## config.mk

```make
export PLATFORM = sky130hd
export DESIGN_NAME = bcd_counter_nd
export DESIGN_NICKNAME = d
export VERILOG_FILES = /design/src/rtl/bcd_counter_nd.sv
export SDC_FILE = /design/constraint.sdc
export NUM_CORES = 1
export LEC_CHECK = 0
export BUFFER_PORTS_ARGS = -buffer_cell sky130_fd_sc_hd__buf_2
export CAP_MARGIN = 20
export CORE_MARGIN = 2
export CORE_UTILIZATION = 55
export CTS_CLUSTER_DIAMETER = 60
export DETAILED_ROUTE_END_ITERATION = 12
export PLACE_DENSITY = 0.85
export SLEW_MARGIN = 20
export SYNTH_ARGS = -nofsm -noshare
export SYNTH_HDL_FRONTEND = slang
export SYNTH_SLANG_ARGS = --single-unit
```

## constraint.sdc

```tcl
create_clock -name clk_i -period 5.23 [get_ports clk_i]
set_input_delay 1.046 -clock clk_i [delete_from_list [all_inputs] [get_ports clk_i]]
set_output_delay 1.046 -clock clk_i [all_outputs]
set_load 0.02 [all_outputs]
```

## src/rtl/bcd_counter_nd.sv

```systemverilog
// bcd_counter_nd: N-digit BCD up/down counter with synchronous load, wrap/tc/err flags and 7-segment outputs.
// Build option: define BCD_CNT_SAT_EN to saturate at all-9s / all-0s instead of wrapping.
module bcd_counter_nd #(
  parameter int DIGITS = 3
) (
  input  logic                clk_i,
  input  logic                rst_i,
  input  logic                en_i,
  input  logic                up_i,
  input  logic                load_i,
  input  logic [4*DIGITS-1:0] load_val_i,
  input  logic                blank_lz_i,
  output logic [4*DIGITS-1:0] bcd_o,
  output logic [7*DIGITS-1:0] seg_o,
  output logic                tc_o,
  output logic                wrap_o,
  output logic                err_o
);

  logic [4*DIGITS-1:0] bcd_q, bcd_d;
  logic                wrap_q, wrap_d;
  logic                err_q, err_d;
  logic                carry_s;
  logic                lz_s;
  logic                all9_s, all0_s;
  logic [6:0]          pat_s;

  // Pattern is returned as abcdefg with segment a in the MSB.
  function automatic logic [6:0] seg7(input logic [3:0] d);
    case (d)
      4'd0:    seg7 = 7'b1111110;
      4'd1:    seg7 = 7'b0110000;
      4'd2:    seg7 = 7'b1101101;
      4'd3:    seg7 = 7'b1111001;
      4'd4:    seg7 = 7'b0110011;
      4'd5:    seg7 = 7'b1011011;
      4'd6:    seg7 = 7'b1011111;
      4'd7:    seg7 = 7'b1110000;
      4'd8:    seg7 = 7'b1111111;
      4'd9:    seg7 = 7'b1111011;
      default: seg7 = 7'b0000000;
    endcase
  endfunction

  // Next-state: load sanitises nibbles, a step ripples a carry/borrow from digit 0 upward.
  always_comb begin
    bcd_d   = bcd_q;
    wrap_d  = 1'b0;
    err_d   = 1'b0;
    carry_s = 1'b0;
    if (load_i) begin
      for (int i = 0; i < DIGITS; i++) begin
        if (load_val_i[4*i +: 4] > 4'd9) begin
          bcd_d[4*i +: 4] = 4'd0;
          err_d           = 1'b1;
        end else begin
          bcd_d[4*i +: 4] = load_val_i[4*i +: 4];
        end
      end
    end else if (en_i) begin
      carry_s = 1'b1;
      for (int i = 0; i < DIGITS; i++) begin
        if (carry_s) begin
          if (up_i) begin
            if (bcd_q[4*i +: 4] == 4'd9) begin
              bcd_d[4*i +: 4] = 4'd0;
            end else begin
              bcd_d[4*i +: 4] = bcd_q[4*i +: 4] + 4'd1;
              carry_s         = 1'b0;
            end
          end else begin
            if (bcd_q[4*i +: 4] == 4'd0) begin
              bcd_d[4*i +: 4] = 4'd9;
            end else begin
              bcd_d[4*i +: 4] = bcd_q[4*i +: 4] - 4'd1;
              carry_s         = 1'b0;
            end
          end
        end else begin
          bcd_d[4*i +: 4] = bcd_q[4*i +: 4];
        end
      end
      // A carry out of the top digit means the whole counter rolled over.
`ifdef BCD_CNT_SAT_EN
      if (carry_s) begin
        bcd_d = bcd_q;
      end else begin
        wrap_d = 1'b0;
      end
`else
      wrap_d = carry_s;
`endif
    end else begin
      bcd_d = bcd_q;
    end
  end

  // State registers.
  always_ff @(posedge clk_i or posedge rst_i) begin
    if (rst_i) begin
      bcd_q  <= {(4*DIGITS){1'b0}};
      wrap_q <= 1'b0;
      err_q  <= 1'b0;
    end else begin
      bcd_q  <= bcd_d;
      wrap_q <= wrap_d;
      err_q  <= err_d;
    end
  end

  // Segment decode, scanning from the top digit so lz_s tracks "this and all higher digits are 0".
  always_comb begin
    seg_o = {(7*DIGITS){1'b0}};
    lz_s  = 1'b1;
    pat_s = 7'b0000000;
    for (int i = DIGITS - 1; i >= 0; i--) begin
      lz_s = lz_s & (bcd_q[4*i +: 4] == 4'd0);
      if (blank_lz_i && (i != 0) && lz_s) begin
        pat_s = 7'b0000000;
      end else begin
        pat_s = seg7(bcd_q[4*i +: 4]);
      end
      for (int k = 0; k < 7; k++) begin
        seg_o[7*i + k] = pat_s[6 - k];
      end
    end
  end

  // Terminal-count detection.
  always_comb begin
    all9_s = 1'b1;
    all0_s = 1'b1;
    for (int i = 0; i < DIGITS; i++) begin
      all9_s = all9_s & (bcd_q[4*i +: 4] == 4'd9);
      all0_s = all0_s & (bcd_q[4*i +: 4] == 4'd0);
    end
  end

  assign tc_o   = up_i ? all9_s : all0_s;
  assign bcd_o  = bcd_q;
  assign wrap_o = wrap_q;
  assign err_o  = err_q;

endmodule

```

==> impl_metrics.toml, run 1 <==
[run_status]
status = "finished, final reports clean"

[yosys]
syn_area_um2 = 1740
yosys.area.top_type = "dfrtp_1"
synthFlopType = "dfrtp_1"
synthCells = 233
ys_seq_area_share_pct = 20.1
ys_seq_elements = 14
ys_async_sr_fraction_pct = 100
netlist.area_leader.share_pct = 20.1
ys_warn_count = 0
synth_cell_types = 49
synth.area.top_cells = "dfrtp_1, ha_1, o21ai_0"
synth.avg_cell_area_um2 = 7.49
syn_nets = 272
synth_edf_count = 0

[pwr]
power_mw = 0.498
vdd_ir_drop_max_uv = 144
leakagePower_nw = 0.979
pwr_density_cell_nw_per_um2 = 243

[global_routing]
grt_remaining_overflow = 0
first_global_vias = 1541
antenna_found_initial = 0
grt_usage_pct = 23.9
grt_max_degree = 26
grt_pass1_wl_um = 6800

[sta]
tns_ps = 0
max_freq_mhz = 285
hold_viol_final = 0
whs_ps = 781
tightest_slew_ps = 527
finalCritPeriodShare_pct = 67.2
setup_viol = 0
rsz0062_at_grt = "no"
period_minus_slack_ps = 3510
maxSlewViolCount = 0
slew_headroom_pct = 64.8
skew_ps = 5.79

[clock_tree]
h-tree-depth = 1
cts_max_path_buffers = 2
cts.sinks = 14
cts_buffers = 3
clkSlewWorstSetupHoldPaths_ps = 90
postCtsHoldBufs = 0
post-cts-setup-buffers = 0
cts_tree = "built"
cts_resized = 0
cts_root_buf = "clkbuf_4"
clock_latency_ps = 280

[route]
met3_length_um = 213
highest_layer = "met4"
wl_met2_um = 1980
routed_wl_um = 4150
vias = 1838
drc = 0
drtIter0Drc = 155
routedWlPerCell_um = 12.8
detail-route-antenna-nets = 0
firstDrtPassIters = 4
viasPerCell = 5.67
wl_met1_um = 1900

[floorplanning]
rows = 20
die_y_um = 60.3
dieArea_um2 = 3640
initial_core_util_pct = 57.6
die_w_um = 60.3
io-pin-count = 54
core_um2 = 3030

[layout]
nNetsFinal = 320
fin_util_pct = 67.6
post-route-cell-area_um2 = 2050
n_antenna_cell = 0
final_layout_size_suffix_gt1_share_pct = 23.6
final_cell_mix = "buf_2, o21ai_0, a21oi_1"
final_common_cell = "buf_2"
areaGrowthSynthToFinish_pct = 17.4

[worst_setup_path]
cp-start-kind = "input port"
end_kind = "primary output"
cp.required_ps = 4180
reg2reg_slack_ps = 2570
worstSetupPathType = "in -> out"
cp.arrival_ps = 2470
crit_fanout = 25

[min_path]
holdCritPathClass = "in -> async"

[placed_design]
dp_hpwl_um = 3160
placed_cell_area_um2 = 2010
numPortBuffers = 53
routabilityCongestion = 0.856

[job]
cap_violations = 0
flip-flops by register name, summed over array words and instances, names as in the netlist:
signal,flops
bcd_o,12
err_o,1
wrap_o,1
logic make-up after synthesis:
kind of cell               count (synthesis)  synth area share (%)
buffers and inverters                     29                  7.10
xor gates and xnor gates                   1                 0.502
and+or+nand+nor                           73                  21.6
AOI/OAI and AO/OA                         89                  31.4
DFF                                       14                  20.1
muxes                                      6                  4.23
adders and majority gates                 21                  15.1
cells in the mapped netlist (3+ instances only):
cell / instances
a21oi_1: 23
a31oi_1: 6
clkbuf_1: 8
dfrtp_1: 14
ha_1: 21
inv_1: 17
mux2i_1: 4
nand2_1: 18
nand2b_1: 5
nand3_1: 12
nand3b_1: 3
nor2_1: 17
nor3_1: 4
o21ai_0: 34
o21bai_1: 3
o22ai_1: 3
or3_1: 3
routing by layer:
metal / vias to the layer above / GRT usage, %
met5: - / 0
met4: 0 / 6.03
met3: 6 / 2.60
met2: 54 / 39.9
met1: 839 / 32.9
li1: 939 / -
power by group:
part / internal [mW] / total (mW) / switching, mW
registers: 0.118 / 0.148 / 0.0297
clock network: 0.0424 / 0.0785 / 0.0361
logic: 0.103 / 0.271 / 0.169
total: 0.263 / 0.497 / 0.234
critical path: stages:
cell and delay [ps]:
buf_2 320, nor3b_1 410, nand2_1 80, or3_1 300
o41ai_1 70, buf_2 230
area by class of cell:
type,instances,area [um^2]
clock buffers,4,36.3
fillers,277,980
inverters,19,71.3
multi-input cells,190,1270
flip-flops and latches,14,350
well taps,44,55.1
repair buffers,53,265
path summary, 6_finish.rpt:
check	startpoint	end	cells past startpoint
worst min register to register	bcd_o[0]	bcd_o[0]	2
worst max-delay path	up_i	tc_o	6
worst max register to register	bcd_o[1]	bcd_o[10]	7
max in group asynchronous	rst_i	bcd_o[5]	2
worst min-delay path	rst_i	bcd_o[9]	2
min in group clk_i	bcd_o[0]	bcd_o[0]	2
metrics by stage:
| stage | cells | setup slack, ps |
|---|---|---|
| 4_1_cts | 324 | 1760 |
| 3_5_place_dp | 320 | 1760 |
| 3_3_place_gp | 320 | 1800 |
| 2_1_floorplan | 233 | 1830 |
| 6_report | 324 | 1720 |
| 5_1_grt | 324 | 1610 |
Note: power is estimated with default switching activity, not from simulation.
==> run 2, diff against run 1 <==
--- a/config.mk
+++ b/config.mk
@@ -8,10 +8,10 @@
 export BUFFER_PORTS_ARGS = -buffer_cell sky130_fd_sc_hd__buf_2
 export CAP_MARGIN = 20
 export CORE_MARGIN = 2
-export CORE_UTILIZATION = 55
+export CORE_UTILIZATION = 47
 export CTS_CLUSTER_DIAMETER = 60
 export DETAILED_ROUTE_END_ITERATION = 12
-export PLACE_DENSITY = 0.85
+export PLACE_DENSITY = 0.77
 export SLEW_MARGIN = 20
 export SYNTH_ARGS = -nofsm -noshare
 export SYNTH_HDL_FRONTEND = slang
==> constraint.sdc (replaced) <==
create_clock -name clk_i -period 3.1 [get_ports clk_i]
set_input_delay 0.62 -clock clk_i [delete_from_list [all_inputs] [get_ports clk_i]]
set_output_delay 0.62 -clock clk_i [all_outputs]
set_load 0.02 [all_outputs]
==> impl_metrics.toml, run 2 (same netlist as run 1, synthesis figures left out) <==
[floorplanning]
die_y_um = 64.9
io-pin-count = 54
die_w_um = 64.9
core_um2 = 3610
initial_core_util_pct = 48.4
rows = 22
dieArea_um2 = 4210

[layout]
areaGrowthSynthToFinish_pct = 19.6
largest_reg_flops = 12
nNetsFinal = 323
n_antenna_cell = 0
final_layout_size_suffix_gt1_share_pct = 24.5
final_cell_mix = "buf_2, o21ai_0, a21oi_1"
nFillCells = 351
multi_input_area_um2 = 1270
register_area_um2 = 350
final_common_cell = "buf_2"

[route]
drc = 0
routed_wl_um = 4460
vias = 1861
detail-route-antenna-nets = 0
firstDrtPassIters = 4
viasPerCell = 5.64
routedWlPerCell_um = 13.5
drtIter0Drc = 162

[clock_tree]
clock_latency_ps = 240
cts_tree = "built"
h-tree-depth = 1
clkSlewWorstSetupHoldPaths_ps = 50
cts_max_path_buffers = 2
cts_buffers = 3
postCtsHoldBufs = 0
cts.sinks = 14
cts_root_buf = "clkbuf_8"

[worst_setup_path]
cp-start-kind = "flop"
ff2ff_path_depth = 7
worstSetupPathType = "reg -> out"
reg2reg_slack_ps = 480
end_kind = "primary output"
crit_slowest_cell = "dfrtp_1"
max_stage_delay_ps = 480
cp.required_ps = 2480
cp.arrival_ps = 2270
crit_fanout = 10
cp_cell_sequence = "inv_1 > ha_1 > nand2b_1 > or3_1 > o41ai_1 > buf_2"

[global_routing]
grt_usage_pct = 22.0
grt_remaining_overflow = 0
grt_pass1_wl_um = 7410
first_global_vias = 1566
antenna_found_initial = 0
grt_max_degree = 22

[pwr]
vdd_ir_drop_max_uv = 276
leakagePower_nw = 0.996
pwr_density_cell_nw_per_um2 = 416

[placed_design]
routabilityCongestion = 0.910
dp_hpwl_um = 3430
numPortBuffers = 53

[sta]
maxSlewViolCount = 0
tns_ps = 0
setup_viol = 0
skew_ps = 2.69
period_minus_slack_ps = 2890
slew_headroom_pct = 67.2
rsz0062_at_grt = "no"
max_freq_mhz = 346
tightest_slew_ps = 491
whs_ps = 387
hold_viol_final = 0
finalCritPeriodShare_pct = 93.3

[min_path]
holdCritPathClass = "in -> async"

[run_status]
status = "finished, final reports clean"

[job]
cap_violations = 0
## run 2: changes by cell type in the layout (fill, tap and decap cells not counted)
cell      delta
buf_4        +3
nor3b_1      -1
clkbuf_4     -3
nor3b_2      +1
clkbuf_8     +2
## run 2: path summary, 6_finish.rpt
path	start	endpoint
worst max-delay path	bcd_o[9]	tc_o
worst min-delay path	rst_i	wrap_o
worst max register to register	bcd_o[1]	bcd_o[10]
worst min register to register	bcd_o[9]	bcd_o[9]
max in group asynchronous	rst_i	bcd_o[0]
min in group clk_i	load_val_i[5]	bcd_o[7]
## run 2: power by group
group,leakage [nW],internal [mW],switching [mW]
combinational,0.794,0.178,0.302
sequential,0.181,0.200,0.0436
clock,0.0216,0.0858,0.0586
total,0.996,0.464,0.404
## run 2: critical path, delay by kind of cell (launching register included)
family,cells,cell delay [ps]
compound gates,1,360
buf+inv,2,430
flops,1,480
fa+ha+maj,1,270
simple gates,2,480
## run 2: cell type report
type / count / share of cell area [%]
Clock buffer: 3 / 1.98
Multi-Input combinational cell: 190 / 61.1
Tap cell: 48 / 2.88
Inverter: 19 / 3.42
Sequential cell: 14 / 16.8
Timing Repair Buffer: 56 / 13.8
## run 2: stage by stage
step | setup WS [ps] | cell area, um^2 | std cells | utilization, % | total power [mW]
final | 207 | 2090 | 330 | 57.8 | 0.868
after global routing | 72.6 | 2090 | 330 | 57.8 | 0.938
after CTS | 197 | 2080 | 330 | 57.7 | 0.868
after detailed placement | 466 | 2040 | 327 | 56.6 | 0.721
after global placement | 571 | 2040 | 327 | 56.6 | 0.719
after floorplan | 352 | 1740 | 233 | - | 0.576
## run 2: repair_timing
action | CTS | global route
resized for setup | 0 | 1
buffers inserted | 0 | 0
endpoints found under the setup margin | 0 | 1
## run 2: layer usage
layer  track usage (%)  share of wire (%)  vias to the layer above  wire length [um]
met3              1.04                5.9                        5               261
met2              32.6                 43                       66              1900
li1                  -                  -                      943                 -
met4              8.24                1.4                        0                62
met5                 0                  0                        -                 0
met1              33.5                 50                      847              2240
==> run 3, diff against run 2 <==
--- a/config.mk
+++ b/config.mk
@@ -11,8 +11,7 @@
 export CORE_UTILIZATION = 47
 export CTS_CLUSTER_DIAMETER = 60
 export DETAILED_ROUTE_END_ITERATION = 12
-export PLACE_DENSITY = 0.77
-export SLEW_MARGIN = 20
+export PLACE_DENSITY = 0.85
 export SYNTH_ARGS = -nofsm -noshare
 export SYNTH_HDL_FRONTEND = slang
 export SYNTH_SLANG_ARGS = --single-unit
==> impl_metrics.toml, run 3 (same netlist as run 1, synthesis figures left out) <==
[layout]
areaGrowthSynthToFinish_pct = 18.4
post-route-cell-area_um2 = 2070
largest_reg_flops = 12
final_layout_size_suffix_gt1_share_pct = 23.6
final_common_cell = "buf_2"
fin_util_pct = 57.3
final_cell_mix = "buf_2, o21ai_0, a21oi_1"
nNetsFinal = 321
final_cells = 328
n_antenna_cell = 0

[pwr]
leakagePower_nw = 0.984
power_mw = 0.871
pwr_density_cell_nw_per_um2 = 422
vdd_ir_drop_max_uv = 250

[floorplanning]
rows = 22
die_y_um = 64.9
initial_core_util_pct = 48.4
io-pin-count = 54
die_w_um = 64.9
dieArea_um2 = 4210
core_um2 = 3610

[worst_setup_path]
worstSetupPathType = "reg -> out"
end_kind = "primary output"
cp-start-kind = "flop"
cp.arrival_ps = 2290
ff2ff_path_depth = 7
crit_fanout = 10
cp.required_ps = 2480

[sta]
hold_viol_final = 0
finalCritPeriodShare_pct = 94.0
setup_viol = 0
slew_headroom_pct = 64.1
skew_ps = 2.34
tns_ps = 0
maxSlewViolCount = 0
tightest_slew_ps = 538
period_minus_slack_ps = 2910
rsz0062_at_grt = "no"
max_freq_mhz = 343

[route]
routed_wl_um = 4610
vias = 1901
drc = 0
viasPerCell = 5.80
detail-route-antenna-nets = 0
routedWlPerCell_um = 14.0
drtIter0Drc = 155
firstDrtPassIters = 4

[clock_tree]
cts.sinks = 14
clkSlewWorstSetupHoldPaths_ps = 60
cts_tree = "built"
post-cts-setup-buffers = 0
cts_buffers = 3
cts_root_buf = "clkbuf_8"
cts_max_path_buffers = 2
h-tree-depth = 1
cts_resized = 0
postCtsHoldBufs = 0
clock_latency_ps = 250

[global_routing]
first_global_vias = 1655
grt_remaining_overflow = 0
antenna_found_initial = 0
grt_usage_pct = 21.8
grt_pass1_wl_um = 7470
grt_max_degree = 26

[placed_design]
placed_cell_area_um2 = 2020
routabilityCongestion = 0.912
dpl.cell_count = 325
dp_hpwl_um = 3450
numPortBuffers = 53

[job]
cap_violations = 0

[min_path]
holdCritPathClass = "in -> async"

[run_status]
status = "finished, final reports clean"
==> run 3: cell count changes in the layout (fill, tap and decap cells not counted) <==
cell / previous run / this run
buf_4: 3 / 1
nor3b_1: 0 / 1
nor3b_2: 1 / 0
==> run 3: metrics by stage <==
stage               hold slack (ps)  worst slack (ps)
floorplan                       509               352
global placement                677               522
detailed placement              685               465
CTS                             423               211
global route                    463              54.6
finish                          404               187
==> run 3: worst paths after layout <==
| kind | from | to | slack [ps] |
|---|---|---|---|
| min in group clk_i | load_val_i[5] | bcd_o[7] | 600 |
| setup / recovery | bcd_o[9] | tc_o | 190 |
| hold / removal | rst_i | bcd_o[3] | 400 |
| setup reg to reg | bcd_o[1] | bcd_o[10] | 490 |
| max in group asynchronous | rst_i | bcd_o[4] | 2340 |
| hold reg to reg | bcd_o[8] | bcd_o[8] | 800 |
==> run 3: where the power goes <==
part	internal (mW)	total (mW)	switching [mW]
registers	0.199	0.247	0.0472
clock network	0.0861	0.151	0.0645
logic	0.176	0.474	0.298
total	0.461	0.871	0.410
==> run 3: final cells by class <==
class | count | area [um^2]
Fill cell | 354 | 1540
Multi-Input combinational cell | 190 | 1270
Tap cell | 48 | 60.1
Timing Repair Buffer | 54 | 273
Sequential cell | 14 | 350
Inverter | 19 | 71.3
Clock buffer | 3 | 41.3
==> run 3: metal layers <==
layer	global-route usage, %	up-vias	part of all wire (%)
met2	37.6	67	49
met1	29.3	882	45
met3	2.26	7	5.1
li1	-	945	-
met5	0	-	0
met4	4.79	0	1.1
==> run 3: worst max-delay path, cell delays in order (launching register included) <==
cell,delay [ps]
dfrtp_1,480
inv_1,190
ha_1,240
nand2_1,90
nor3b_1,360
nand2_1,80
or3_1,300
o41ai_1,70
buf_2,230
